## src/rtl/phase_sequence_master_if.sv

```systemverilog
`default_nettype none
// ============================================================================
//  Module      : phase_sequence_master_if
//  Description : Command/phase bundle between the control logic, the
//                phase_sequence_master and the T1/T2/T3 sequencer.
//                master modport : the controller (drives nSTART/nSTOP/status)
//                slave modport  : the control/UI side and sequencer returns
//  Signals     : cmd_start, cmd_stop, cycle_target  - commands from control
//                t1, t2, t3                         - phases from sequencer
//                n_start, n_stop                    - active-low to sequencer
//                busy, done, err, err_code          - status
//                cycle_count                        - T3 phases since start
//  Revision    : 1.0  initial release
// ============================================================================
interface phase_sequence_master_if #(
  parameter int CNT_W = 8
);
  logic             cmd_start;
  logic             cmd_stop;
  logic [CNT_W-1:0] cycle_target;
  logic             t1;
  logic             t2;
  logic             t3;
  logic             n_start;
  logic             n_stop;
  logic             busy;
  logic             done;
  logic             err;
  logic [1:0]       err_code;
  logic [CNT_W-1:0] cycle_count;

  modport master (
    input  cmd_start, cmd_stop, cycle_target, t1, t2, t3,
    output n_start, n_stop, busy, done, err, err_code, cycle_count
  );

  modport slave (
    output cmd_start, cmd_stop, cycle_target, t1, t2, t3,
    input  n_start, n_stop, busy, done, err, err_code, cycle_count
  );
endinterface
`default_nettype wire

```

## src/rtl/phase_sequence_master.sv

```systemverilog
`default_nettype none
// ============================================================================
//  Module      : phase_sequence_master
//  Description : Command-side controller for the three-phase T1->T2->T3
//                sequencer. Starts the sequencer via nSTART, runs a requested
//                number of cycles (or until stopped), stops it via nSTOP and
//                checks the returned phases for legal one-hot cyclic order.
//  Ports       : clk  - system clock, all logic on posedge
//                rst  - synchronous reset, active-high
//                bus  - phase_sequence_master_if.master (commands, phases,
//                       nSTART/nSTOP, busy/done/err/err_code/cycle_count)
//  Parameters  : CNT_W   - width of cycle_target / cycle_count
//                TIMEOUT - max clocks in START/STOP before a timeout error
//  Revision    : 1.0  initial release
// ============================================================================
module phase_sequence_master #(
  parameter int CNT_W   = 8,
  parameter int TIMEOUT = 4
) (
  input  wire logic                  clk,
  input  wire logic                  rst,
  phase_sequence_master_if.master    bus
);

  localparam int TO_W = (TIMEOUT > 1) ? $clog2(TIMEOUT) : 1;
  localparam logic [TO_W-1:0] c_to_last = TO_W'(TIMEOUT - 1);

  localparam logic [1:0] c_err_pattern = 2'b01;
  localparam logic [1:0] c_err_order   = 2'b10;
  localparam logic [1:0] c_err_timeout = 2'b11;

  typedef enum logic [2:0] {
    S_IDLE  = 3'd0,
    S_START = 3'd1,
    S_RUN   = 3'd2,
    S_STOP  = 3'd3,
    S_ERROR = 3'd4
  } state_t;

  state_t           r_state;
  logic [2:0]       r_p_prev;
  logic [TO_W-1:0]  r_tcnt;
  logic [CNT_W-1:0] r_target;
  logic             r_stop_latch;
  logic             r_n_start;
  logic             r_n_stop;
  logic             r_busy;
  logic             r_done;
  logic             r_err;
  logic [1:0]       r_err_code;
  logic [CNT_W-1:0] r_cycle_count;

  logic [2:0] w_p;
  logic       w_one_hot;
  logic [2:0] w_succ;
  logic       w_t3_entry;
  logic       w_stop_cond;
  logic       w_err_req;
  logic [1:0] w_err_code;

  assign w_p        = {bus.t3, bus.t2, bus.t1};
  assign w_one_hot  = (w_p == 3'b001) || (w_p == 3'b010) || (w_p == 3'b100);
  // The only legal next phase is the previous one rotated up by one.
  assign w_succ     = {r_p_prev[1:0], r_p_prev[2]};
  assign w_t3_entry = (w_p == 3'b100) && (r_p_prev != 3'b100);
  // A stop request arriving on the same edge as T2 entry still takes effect.
  assign w_stop_cond = r_stop_latch || bus.cmd_stop ||
                       ((r_target != '0) && ((r_cycle_count + CNT_W'(1)) == r_target));

  // Error detection is resolved first so it pre-empts any stop decision.
  always_comb begin
    w_err_req  = 1'b0;
    w_err_code = 2'b00;
    case (r_state)
      S_START: begin
        if ((w_p != 3'b000) && (w_p != 3'b001)) begin
          w_err_req  = 1'b1;
          w_err_code = w_one_hot ? c_err_order : c_err_pattern;
        end else if ((w_p == 3'b000) && (r_tcnt == c_to_last)) begin
          w_err_req  = 1'b1;
          w_err_code = c_err_timeout;
        end
      end
      S_RUN, S_STOP: begin
        // In STOP an all-zero vector is the clean completion, not an error.
        if (!((r_state == S_STOP) && (w_p == 3'b000))) begin
          if (!w_one_hot) begin
            w_err_req  = 1'b1;
            w_err_code = c_err_pattern;
          end else if (w_p != w_succ) begin
            w_err_req  = 1'b1;
            w_err_code = c_err_order;
          end else if ((r_state == S_STOP) && (r_tcnt == c_to_last)) begin
            w_err_req  = 1'b1;
            w_err_code = c_err_timeout;
          end
        end
      end
      default: begin
        w_err_req  = 1'b0;
        w_err_code = 2'b00;
      end
    endcase
  end

  always_ff @(posedge clk) begin
    if (rst) begin
      r_state       <= S_IDLE;
      r_p_prev      <= 3'b000;
      r_tcnt        <= '0;
      r_target      <= '0;
      r_stop_latch  <= 1'b0;
      r_n_start     <= 1'b1;
      r_n_stop      <= 1'b1;
      r_busy        <= 1'b0;
      r_done        <= 1'b0;
      r_err         <= 1'b0;
      r_err_code    <= 2'b00;
      r_cycle_count <= '0;
    end else begin
      r_p_prev <= w_p;
      r_done   <= 1'b0;

      if ((r_state == S_START || r_state == S_RUN) && bus.cmd_stop) begin
        r_stop_latch <= 1'b1;
      end

      if (w_err_req) begin
        r_state    <= S_ERROR;
        r_err      <= 1'b1;
        r_err_code <= w_err_code;
        r_n_start  <= 1'b1;
        r_n_stop   <= 1'b0;
        r_busy     <= 1'b0;
      end else begin
        case (r_state)
          S_IDLE: begin
            if (bus.cmd_start && (w_p == 3'b000)) begin
              r_state       <= S_START;
              r_n_start     <= 1'b0;
              r_busy        <= 1'b1;
              r_cycle_count <= '0;
              r_target      <= bus.cycle_target;
              // A stop arriving with the start yields a single-cycle run.
              r_stop_latch  <= bus.cmd_stop;
              r_tcnt        <= '0;
            end
          end
          S_START: begin
            if (w_p == 3'b001) begin
              r_state   <= S_RUN;
              r_n_start <= 1'b1;
            end else begin
              r_tcnt <= r_tcnt + TO_W'(1);
            end
          end
          S_RUN: begin
            if (w_t3_entry) begin
              r_cycle_count <= r_cycle_count + CNT_W'(1);
            end
            // Phase order is already verified, so P=010 here is a T2 entry.
            if ((w_p == 3'b010) && w_stop_cond) begin
              r_state  <= S_STOP;
              r_n_stop <= 1'b0;
              r_tcnt   <= '0;
            end
          end
          S_STOP: begin
            if (w_p == 3'b000) begin
              r_state  <= S_IDLE;
              r_n_stop <= 1'b1;
              r_done   <= 1'b1;
              r_busy   <= 1'b0;
            end else begin
              if (w_t3_entry) begin
                r_cycle_count <= r_cycle_count + CNT_W'(1);
              end
              r_tcnt <= r_tcnt + TO_W'(1);
            end
          end
          default: begin
            // ERROR holds everything until reset.
          end
        endcase
      end
    end
  end

  assign bus.n_start     = r_n_start;
  assign bus.n_stop      = r_n_stop;
  assign bus.busy        = r_busy;
  assign bus.done        = r_done;
  assign bus.err         = r_err;
  assign bus.err_code    = r_err_code;
  assign bus.cycle_count = r_cycle_count;

endmodule
`default_nettype wire

```

## src/flat_wrapper.sv

```systemverilog
// flat-port wrapper written by rule: the top's interface ports become plain ports
module phase_sequence_master_flat 
#(
  parameter int CNT_W   = 8,
  parameter int TIMEOUT = 4
)
  (clk, rst, bus_cmd_start, bus_cmd_stop, bus_cycle_target, bus_t1, bus_t2, bus_t3, bus_n_start, bus_n_stop, bus_busy, bus_done, bus_err, bus_err_code, bus_cycle_count);
  phase_sequence_master_if #(.CNT_W(CNT_W)) bus_i ();
  input  wire logic clk;
  input  wire logic rst;
  input wire logic [$bits(bus_i.cmd_start)-1:0] bus_cmd_start;
  input wire logic [$bits(bus_i.cmd_stop)-1:0] bus_cmd_stop;
  input wire logic [$bits(bus_i.cycle_target)-1:0] bus_cycle_target;
  input wire logic [$bits(bus_i.t1)-1:0] bus_t1;
  input wire logic [$bits(bus_i.t2)-1:0] bus_t2;
  input wire logic [$bits(bus_i.t3)-1:0] bus_t3;
  output wire logic [$bits(bus_i.n_start)-1:0] bus_n_start;
  output wire logic [$bits(bus_i.n_stop)-1:0] bus_n_stop;
  output wire logic [$bits(bus_i.busy)-1:0] bus_busy;
  output wire logic [$bits(bus_i.done)-1:0] bus_done;
  output wire logic [$bits(bus_i.err)-1:0] bus_err;
  output wire logic [$bits(bus_i.err_code)-1:0] bus_err_code;
  output wire logic [$bits(bus_i.cycle_count)-1:0] bus_cycle_count;
  assign bus_i.cmd_start = bus_cmd_start;
  assign bus_i.cmd_stop = bus_cmd_stop;
  assign bus_i.cycle_target = bus_cycle_target;
  assign bus_i.t1 = bus_t1;
  assign bus_i.t2 = bus_t2;
  assign bus_i.t3 = bus_t3;
  assign bus_n_start = bus_i.n_start;
  assign bus_n_stop = bus_i.n_stop;
  assign bus_busy = bus_i.busy;
  assign bus_done = bus_i.done;
  assign bus_err = bus_i.err;
  assign bus_err_code = bus_i.err_code;
  assign bus_cycle_count = bus_i.cycle_count;
  phase_sequence_master #(.CNT_W(CNT_W), .TIMEOUT(TIMEOUT)) u_core (.clk(clk), .rst(rst), .bus(bus_i));
endmodule
```

## config.mk

```make
export PLATFORM = sky130hd
export DESIGN_NAME = phase_sequence_master_flat
export DESIGN_NICKNAME = d
export VERILOG_FILES = /design/src/rtl/phase_sequence_master_if.sv /design/src/rtl/phase_sequence_master.sv /design/src/flat_wrapper.sv
export SDC_FILE = /design/constraint.sdc
export NUM_CORES = 1
export LEC_CHECK = 0
export ABC_AREA = 0
export CORE_ASPECT_RATIO = 1.4
export CORE_MARGIN = 4
export CORE_UTILIZATION = 48
export DETAILED_ROUTE_END_ITERATION = 8
export GPL_TIMING_DRIVEN = 0
export PLACE_DENSITY_LB_ADDON = 0.05
export SYNTH_ARGS = -nofsm -noshare
export SYNTH_HDL_FRONTEND = slang
export SYNTH_SLANG_ARGS = --single-unit
```

## constraint.sdc

```tcl
create_clock -name clk -period 3.08 [get_ports clk]
set_clock_uncertainty 0.1 [all_clocks]
set_input_delay 0.308 -clock clk [delete_from_list [all_inputs] [get_ports clk]]
set_output_delay 0.308 -clock clk [all_outputs]
set_load 0.02 [all_outputs]
```

==> results of run 1 <==
-- cells by family after synthesis --
kind of cell / after synthesis / share of synthesized area [%]
multiplexers: 13 / 7.31
adder cells (fa/ha/maj): 2 / 1.34
buffers and inverters: 19 / 4.89
AO/OA/AOI/OAI: 49 / 16.6
AND/OR/NAND/NOR: 101 / 29.6
XOR/XNOR: 12 / 6.03
flip-flops: 32 / 34.3
-- critical path, delay by kind of cell, from the launching register on --
family | cells | cell delay, ns
adders and majority gates | 1 | 0.32
muxes | 1 | 0.34
DFF | 1 | 0.46
AOI/OAI and AO/OA | 2 | 0.31
and+or+nand+nor | 4 | 1.14
-- cell type report --
type                       count  area [um^2]
tap                           42         52.6
sequential                    32          641
clock buffer                   6         72.6
inverter                       5         18.8
buffer                        14         72.6
fill                         354         1420
multi-input combinational    177         1130
timing repair buffer          29          290
clock inverter                 1         5.00
-- power groups by stage --
| stage | logic (mW) | registers [mW] | clock network, mW |
|---|---|---|---|
| 6_report | 0.117 | 0.432 | 0.297 |
| 5_1_grt | 0.129 | 0.433 | 0.324 |
| 4_1_cts | 0.118 | 0.432 | 0.304 |
| 3_5_place_dp | 0.118 | 0.441 | 0 |
| 3_3_place_gp | 0.117 | 0.441 | 0 |
| 2_1_floorplan | 0.0704 | 0.444 | 0 |
-- stage by stage --
step / util, % / worst slack [ns] / cells
floorplan: - / 0.509 / 228
global placement: 59.6 / 0.229 / 299
detailed placement: 59.6 / 0.238 / 299
CTS: 61.7 / 0.340 / 306
global route: 61.7 / 0.122 / 306
finish: 61.7 / 0.341 / 306
-- Yosys cell counts, types with 3 or more instances --
| master | instances | area share [%] |
|---|---|---|
| clkbuf_1 | 8 | 1.6 |
| nor3_1 | 7 | 1.9 |
| dfxtp_1 | 32 | 34 |
| nor2_1 | 28 | 5.6 |
| inv_1 | 5 | 1.0 |
| nor3b_1 | 3 | 1.2 |
| o21ai_0 | 15 | 4.0 |
| nand3_1 | 5 | 1.3 |
| nor2b_1 | 7 | 2.3 |
| nand2_1 | 14 | 2.8 |
| or3_1 | 6 | 2.0 |
| a21oi_1 | 20 | 5.4 |
| buf_2 | 3 | 0.80 |
| nand2b_1 | 8 | 2.7 |
| xor2_1 | 3 | 1.4 |
| xnor2_1 | 8 | 3.8 |
| mux2i_1 | 10 | 5.4 |
-- worst paths after layout --
| check | start | endpoint | slack [ns] | cells past startpoint |
|---|---|---|---|---|
| setup / recovery | u_core.bus.cycle_count[0] | u_core.r_tcnt[0] | 0.34 | 8 |
| hold / removal | u_core.bus.busy | u_core.bus.busy | 0.35 | 2 |
| setup reg to reg | u_core.bus.cycle_count[0] | u_core.r_tcnt[0] | 0.34 | 8 |
| hold reg to reg | u_core.bus.busy | u_core.bus.busy | 0.35 | 2 |
-- flip-flops by register name (all words and copies together) (netlist names), 2 cells and up --
| register | flops |
|---|---|
| u_core.bus.cycle_count | 8 |
| u_core.r_target | 8 |
| u_core.r_p_prev | 3 |
| u_core.r_state | 3 |
| u_core.bus.err_code | 2 |
| u_core.r_tcnt | 2 |
-- metal layers --
layer	global-route usage, %	vias up	routed length [um]
met1	20.6	791	1740
met3	4.72	11	169
met2	34.8	44	2250
li1	-	881	-
met4	8.89	0	113
met5	0	-	0
-- placed cells by master, fill, tap and decap left out, types with 3 or more instances in the layout --
cell type	netlist	routed
nand2_1	14	14
clkdlybuf4s50_1	0	29
buf_2	3	3
nor2b_1	7	7
dfxtp_1	32	32
clkbuf_1	8	9
xnor2_1	8	8
or3_1	6	6
xor2_1	3	3
nor3_1	7	7
nor2_1	28	28
nor3b_1	3	3
nand3_1	5	5
nand2b_1	8	8
mux2i_1	10	10
o21ai_0	15	15
a21oi_1	20	20
clkbuf_8	0	5
inv_1	5	5
==> impl_metrics.env, run 1 <==
export IMPL_placed_cell_area_um2=2210
export IMPL_drv_slew=0
export IMPL_clock_fmax_mhz=365
export IMPL_dp_hpwl_mm=3.26
export IMPL_hold_viol_final=0
export IMPL_nets=281
export IMPL_grt_setup_unrepaired="no"
export IMPL_post_route_drc_count=0
export IMPL_fin_area_um2=2290
export IMPL_syn_area_per_cell_um2=8.19
export IMPL_grt_antenna_before_repair=0
export IMPL_finalCriticalPeriod_ns=2.74
export IMPL_cts_tree="built"
export IMPL_dr_total_vias=1727
export IMPL_crit_path_end_kind="flop"
export IMPL_p_seq_share_pct=51.1
export IMPL_wl_mm=4.27
export IMPL_cp_required_ns=3.19
export IMPL_num_io_pins=30
export IMPL_clock_root_buffer="clkbuf_8"
export IMPL_ir_worst_vdd_uv=277
export IMPL_fp_dieW_um=60.7
export IMPL_ys_ff_latch=32
export IMPL_worst_hold_slack_ns=0.352
export IMPL_slowest_stage="or4_1"
export IMPL_cts_resized=0
export IMPL_cap_viol_max_count=0
export IMPL_dieArea_um2=4970
export IMPL_area_growth_syn_to_layout_pct=22.5
export IMPL_syn_nets=245
export IMPL_coreArea_um2=3710
export IMPL_setup_viol=0
export IMPL_clkTransAtPathRegs_ns=0.06
export IMPL_synthesis_area_um2=1870
export IMPL_setup_tns_ns=0
export IMPL_cpMostUsedCell="a21oi_1"
export IMPL_critPathLaunchType="flop"
export IMPL_drtPass1Iterations=4
export IMPL_antenna_left=0
export IMPL_internal_power_uw=636
export IMPL_hp_class="reg -> reg"
export IMPL_pwr_share_comb_pct=13.9
export IMPL_worstMarginPinSlew_ns=0.682
export IMPL_path_class="reg -> reg"
export IMPL_port_buffers=29
export IMPL_yosysSeqAreaShare_pct=34.3
export IMPL_finalPower_uw=846
export IMPL_synth_distinct_cells=51
export IMPL_synth_edf_count=0
export IMPL_finalCritPeriodShare_pct=88.9
export IMPL_place_gp_congestion=0.892
export IMPL_dr_first_iter_drc_count=80
export IMPL_swShare_pct=24.8
export IMPL_grt_use_total_pct=19.3
export IMPL_slowest_delay_ns=0.49
export IMPL_power_switching_uw=210
export IMPL_synth_yosys_warnings=0
export IMPL_grt_remaining_overflow=0
export IMPL_hold_buffers=0
export IMPL_netlist_instances=228
export IMPL_cts_made_buffers=5
export IMPL_die_h_um=81.8
export IMPL_clock_latency_ns=0.28
export IMPL_antenna_diode_count=0
export IMPL_viasPerCell=5.64
export IMPL_critical_path_peak_fanout=7
export IMPL_critical_path_arrival_ns=2.85
export IMPL_cts_path_max_buffers=2
export IMPL_crit_chain="ha_1, and3_1, and3_4, mux2_1, nor3_1, a21oi_1, or4_1, a21oi_1"
export IMPL_p_per_area_nw_per_um2=370
export IMPL_status="complete, no violations"
export IMPL_first_global_vias=1628
export IMPL_numClockSinks=32
export IMPL_synthArstFlopShare_pct=0
export IMPL_start_util_pct=50.3
export IMPL_grt_pass1_wl_mm=7.18
export IMPL_slew_headroom_pct=54.5
export IMPL_h_tree_depth=2
export IMPL_power_leakage_nw=0.871
export IMPL_num_rows=26
export IMPL_synth_flop_cell="dfxtp_1"
export IMPL_grt_start_max_net_pins=11
export IMPL_drive_above_1_share_pct=9.47
export IMPL_wl_per_cell_um=14.0
export IMPL_post_cts_buffers=0
export IMPL_p_clk_share_pct=35.1
Note: power is estimated with default switching activity, not from simulation.
==> run 2, diff against run 1 <==
--- a/config.mk
+++ b/config.mk
@@ -6,12 +6,12 @@
 export NUM_CORES = 1
 export LEC_CHECK = 0
 export ABC_AREA = 0
-export CORE_ASPECT_RATIO = 1.4
+export CORE_ASPECT_RATIO = 1.1
 export CORE_MARGIN = 4
 export CORE_UTILIZATION = 48
 export DETAILED_ROUTE_END_ITERATION = 8
 export GPL_TIMING_DRIVEN = 0
-export PLACE_DENSITY_LB_ADDON = 0.05
+export PLACE_DENSITY = 0.72
 export SYNTH_ARGS = -nofsm -noshare
 export SYNTH_HDL_FRONTEND = slang
 export SYNTH_SLANG_ARGS = --single-unit
==> run 2 against run 1 <==
  * Sequential power is essentially flat
  * Total power grew 4.3%
  * Register-to-register slack hardly changed
  * Count of clock-buffer cells in the layout unchanged
  * Via count is 1.1% lower
  * Die area fell by 0.27%
  * Sequential share of layout area shrank 0.30 points
  * Clock power is 12% higher
  * Critical endpoint unchanged
  * Highest routed layer unchanged
==> impl_metrics.env, run 2 (same netlist as run 1, synthesis figures left out) <==
export IMPL_die_h_um=73.4
export IMPL_met3_usage_pct=4.28
export IMPL_grt_remaining_overflow=0
export IMPL_finalCritPeriodShare_pct=89.0
export IMPL_nets=281
export IMPL_gr_max_usage_layer="met2"
export IMPL_cts_resized=0
export IMPL_slowest_delay_ns=0.49
export IMPL_crit_chain="ha_1, and3_1, and3_4, mux2_1, nor3_1, a21oi_1, or4_1, a21oi_1"
export IMPL_critical_path_peak_fanout=7
export IMPL_numClockSinks=32
export IMPL_h_tree_depth=2
export IMPL_crit_path_end_kind="flop"
export IMPL_p_per_area_nw_per_um2=382
export IMPL_worstMarginPinSlew_ns=0.675
export IMPL_slew_headroom_pct=55.0
export IMPL_port_buffers=29
export IMPL_wl_per_cell_um=13.7
export IMPL_cpMostUsedCell="a21oi_1"
export IMPL_area_growth_syn_to_layout_pct=23.9
export IMPL_placed_cell_area_um2=2220
export IMPL_slowest_stage="or4_1"
export IMPL_post_cts_buffers=0
export IMPL_grt_setup_unrepaired="no"
export IMPL_start_util_pct=50.7
export IMPL_grt_pass1_wl_mm=7.31
export IMPL_coreArea_um2=3680
export IMPL_cts_tree="built"
export IMPL_clock_root_buffer="clkbuf_8"
export IMPL_grt_antenna_before_repair=0
export IMPL_fp_dieW_um=67.5
export IMPL_critical_path_arrival_ns=2.86
export IMPL_first_global_vias=1599
export IMPL_place_inst=307
export IMPL_dr_first_iter_drc_count=104
export IMPL_clock_latency_ns=0.29
export IMPL_status="complete, no violations"
export IMPL_path_class="reg -> reg"
export IMPL_hold_viol_final=0
export IMPL_critPathLaunchType="flop"
export IMPL_antenna_diode_count=0
export IMPL_num_io_pins=30
export IMPL_post_route_drc_count=0
export IMPL_power_leakage_nw=0.881
export IMPL_viasPerCell=5.42
export IMPL_antenna_left=0
export IMPL_use_met2_pct=32.6
export IMPL_clock_fmax_mhz=365
export IMPL_worst_hold_slack_ns=0.356
export IMPL_dieArea_um2=4950
export IMPL_grt_start_max_net_pins=11
export IMPL_clkTransAtPathRegs_ns=0.06
export IMPL_drtPass1Iterations=5
export IMPL_cp_required_ns=3.19
export IMPL_dp_hpwl_mm=3.31
export IMPL_gr_usage_met1_pct=23.7
export IMPL_fin_area_um2=2310
export IMPL_final_cell_mix="32 x dfxtp_1, 29 x clkdlybuf4s50_1, 28 x nor2_1, 20 x a21oi_1, 15 x o21ai_0"
export IMPL_drive_above_1_share_pct=10.2
export IMPL_wl_mm=4.31
export IMPL_dr_total_vias=1708
export IMPL_setup_tns_ns=0
export IMPL_final_common_cell="dfxtp_1"
export IMPL_finalCriticalPeriod_ns=2.74
export IMPL_cts_path_max_buffers=2
export IMPL_place_gp_congestion=0.806
export IMPL_cts_made_buffers=5
export IMPL_drv_slew=0
export IMPL_cap_viol_max_count=0
export IMPL_num_rows=23
export IMPL_ir_worst_vdd_uv=283
export IMPL_finalPower_uw=883
export IMPL_hold_buffers=0
export IMPL_grt_use_total_pct=19.6
export IMPL_hp_class="reg -> reg"
export IMPL_setup_viol=0
export IMPL_fin_cells=315
==> run 2: through the flow <==
step                utilization, %  setup slack [ns]
finish                        62.8             0.338
global placement              60.3             0.178
CTS                           62.8             0.306
global route                  62.8            0.0906
detailed placement            60.3             0.188
floorplan                        -             0.509
==> run 2: report_power, final <==
part / leakage (nW) / internal, mW / switching (mW)
logic: 0.571 / 0.0586 / 0.0593
registers: 0.259 / 0.424 / 0.00737
clock network: 0.0510 / 0.178 / 0.155
total: 0.881 / 0.661 / 0.222
==> run 2: layer usage <==
layer | part of all wire [%] | wire (um) | vias up
met5 | 0 | 0 | -
met4 | 1.7 | 74 | 0
met3 | 2.8 | 121 | 6
met2 | 52 | 2230 | 27
met1 | 44 | 1890 | 791
li1 | - | - | 884
==> run 2: area by class of cell <==
type	instances	area, um^2
multi-input combinational	177	1130
fill	361	1370
clock buffer	6	82.6
buffer	14	72.6
tap	50	62.6
clock inverter	2	10.0
sequential	32	641
timing repair buffer	29	290
inverter	5	18.8
==> run 2: worst max-delay path, delay by kind of cell (launching register included) <==
family / cells / cell delay, ns
AND/OR/NAND/NOR: 4 / 1.11
flip-flops: 1 / 0.48
multiplexers: 1 / 0.35
adder cells (fa/ha/maj): 1 / 0.32
AO/OA/AOI/OAI: 2 / 0.31
==> run 2: worst paths after layout <==
kind                                         end                      start  cells past startpoint  slack [ns]
worst min-delay path             u_core.bus.busy            u_core.bus.busy                      2        0.36
worst max-delay path            u_core.r_tcnt[0]  u_core.bus.cycle_count[0]                      8        0.34
worst max register to register  u_core.r_tcnt[0]  u_core.bus.cycle_count[0]                      8        0.34
worst min register to register   u_core.bus.busy            u_core.bus.busy                      2        0.36
==> run 3, diff against run 2 <==
--- a/config.mk
+++ b/config.mk
@@ -8,10 +8,11 @@
 export ABC_AREA = 0
 export CORE_ASPECT_RATIO = 1.1
 export CORE_MARGIN = 4
-export CORE_UTILIZATION = 48
+export CORE_UTILIZATION = 40
 export DETAILED_ROUTE_END_ITERATION = 8
+export GPL_ROUTABILITY_DRIVEN = 0
 export GPL_TIMING_DRIVEN = 0
-export PLACE_DENSITY = 0.72
+export PLACE_DENSITY = 0.62
 export SYNTH_ARGS = -nofsm -noshare
 export SYNTH_HDL_FRONTEND = slang
 export SYNTH_SLANG_ARGS = --single-unit
==> run 3 against run 2 <==
  * Global-route usage fell by 3.3 points
  * Worst setup slack is essentially flat
  * Final cell count increased by 1.3%
==> impl_metrics.env, run 3 (same netlist as run 1, synthesis figures left out) <==
export IMPL_grt_setup_unrepaired="no"
export IMPL_clock_fmax_mhz=365
export IMPL_final_cell_mix="32 x dfxtp_1, 29 x clkdlybuf4s50_1, 28 x nor2_1, 20 x a21oi_1, 15 x o21ai_0"
export IMPL_antenna_left=0
export IMPL_dr_total_vias=1731
export IMPL_p_per_area_nw_per_um2=379
export IMPL_hold_depth=2
export IMPL_ir_worst_vdd_uv=246
export IMPL_viasPerCell=5.43
export IMPL_dr_first_iter_drc_count=77
export IMPL_dp_hpwl_mm=3.37
export IMPL_placed_cell_area_um2=2220
export IMPL_clock_latency_ns=0.28
export IMPL_clock_root_buffer="clkbuf_8"
export IMPL_r2r_start="u_core.bus.cycle_count[0]"
export IMPL_grt_start_max_net_pins=11
export IMPL_num_rows=25
export IMPL_final_common_cell="dfxtp_1"
export IMPL_post_cts_buffers=0
export IMPL_post_route_drc_count=0
export IMPL_drive_above_1_share_pct=9.43
export IMPL_numClockSinks=32
export IMPL_path_class="reg -> reg"
export IMPL_grt_antenna_before_repair=0
export IMPL_antenna_diode_count=0
export IMPL_critical_path_arrival_ns=2.85
export IMPL_setup_tns_ns=0
export IMPL_critical_path_peak_fanout=7
export IMPL_drv_slew=0
export IMPL_r2r_cells=8
export IMPL_grt_pass1_wl_mm=7.45
export IMPL_hold_viol_final=0
export IMPL_min_delay_start="u_core.bus.busy"
export IMPL_power_leakage_nw=0.876
export IMPL_cts_resized=0
export IMPL_coreArea_um2=4410
export IMPL_slew_headroom_pct=53.6
export IMPL_port_buffers=29
export IMPL_cap_viol_max_count=0
export IMPL_worstMarginPinSlew_ns=0.696
export IMPL_cts_path_max_buffers=2
export IMPL_die_h_um=79.7
export IMPL_setup_viol=0
export IMPL_start_util_pct=42.3
export IMPL_status="complete, no violations"
export IMPL_hp_class="reg -> reg"
export IMPL_h_tree_depth=2
export IMPL_wl_mm=4.50
export IMPL_num_io_pins=30
export IMPL_cts_made_buffers=5
export IMPL_finalCriticalPeriod_ns=2.74
export IMPL_first_global_vias=1578
export IMPL_clkTransAtPathRegs_ns=0.07
export IMPL_fin_area_um2=2310
export IMPL_area_growth_syn_to_layout_pct=24.0
export IMPL_grt_remaining_overflow=0
export IMPL_crit_path_end_kind="flop"
export IMPL_critPathLaunchType="flop"
export IMPL_reg2reg_to="u_core.r_tcnt[0]"
export IMPL_dieArea_um2=5830
export IMPL_hold_buffers=0
export IMPL_cts_tree="built"
export IMPL_wl_per_cell_um=14.1
export IMPL_min_to="u_core.bus.busy"
export IMPL_drtPass1Iterations=4
export IMPL_nets=281
export IMPL_fp_dieW_um=73.1
export IMPL_grt_use_total_pct=16.3
export IMPL_finalCritPeriodShare_pct=89.0
export IMPL_r2r_slack_ns=0.34
export IMPL_cp_required_ns=3.18
run 3: cell count changes in the layout (fill, tap and decap cells not counted), sizes merged:
cell	previous run	this run
clkbuf	15	17
clkinv	2	0
run 3: worst max path at each step:
stage	startpoint	end	slack, ns	cells past startpoint
floorplan	u_core.bus.cycle_count[0]	u_core.r_tcnt[0]	0.51	8
global placement	bus_t3	u_core.bus.cycle_count[6]	0.21	10
detailed placement	bus_t3	u_core.bus.cycle_count[6]	0.21	10
CTS	u_core.bus.cycle_count[0]	u_core.r_tcnt[0]	0.33	8
global route	u_core.bus.cycle_count[0]	u_core.r_tcnt[0]	0.14	8
finish	u_core.bus.cycle_count[0]	u_core.r_tcnt[0]	0.34	8
run 3: final cells by class:
class                   count  area [um^2]
repair buffers             29          290
flip-flops and latches     32          641
plain buffers              14         72.6
well taps                  54         67.6
multi-input cells         177         1130
clock buffers               8         90.1
inverters                   5         18.8
fillers                   446         2100
run 3: routing by layer:
layer  up-vias  GRT usage [%]  part of all wire, %
met5         -              0                    0
met4         0           4.61                  1.0
met3         5           3.40                  5.1
met2        42           27.9                   50
met1       802           20.4                   44
li1        882              -                    -
run 3: where the power goes:
part | switching [mW] | internal (mW) | total (mW)
clock network | 0.146 | 0.182 | 0.328
logic | 0.0596 | 0.0586 | 0.118
registers | 0.00746 | 0.424 | 0.432
total | 0.213 | 0.665 | 0.878
run 3: critical path, cell delays in order, from the launching register on:
cell     delay, ns
dfxtp_1       0.48
ha_1          0.33
and3_1        0.22
and3_4        0.21
mux2_1        0.34
nor3_1        0.18
a21oi_1       0.17
or4_1         0.50
a21oi_1       0.13
run 3: per-stage QoR:
stage          power (mW)  instances  hold slack (ns)  worst slack [ns]  util (%)
2_1_floorplan       0.515        228            0.352             0.509         -
3_3_place_gp        0.559        311            0.348             0.211      50.4
3_5_place_dp        0.560        311            0.355             0.207      50.4
4_1_cts             0.890        319            0.364             0.328      52.5
5_1_grt             0.922        319            0.388             0.140      52.5
6_report            0.878        319            0.357             0.337      52.5
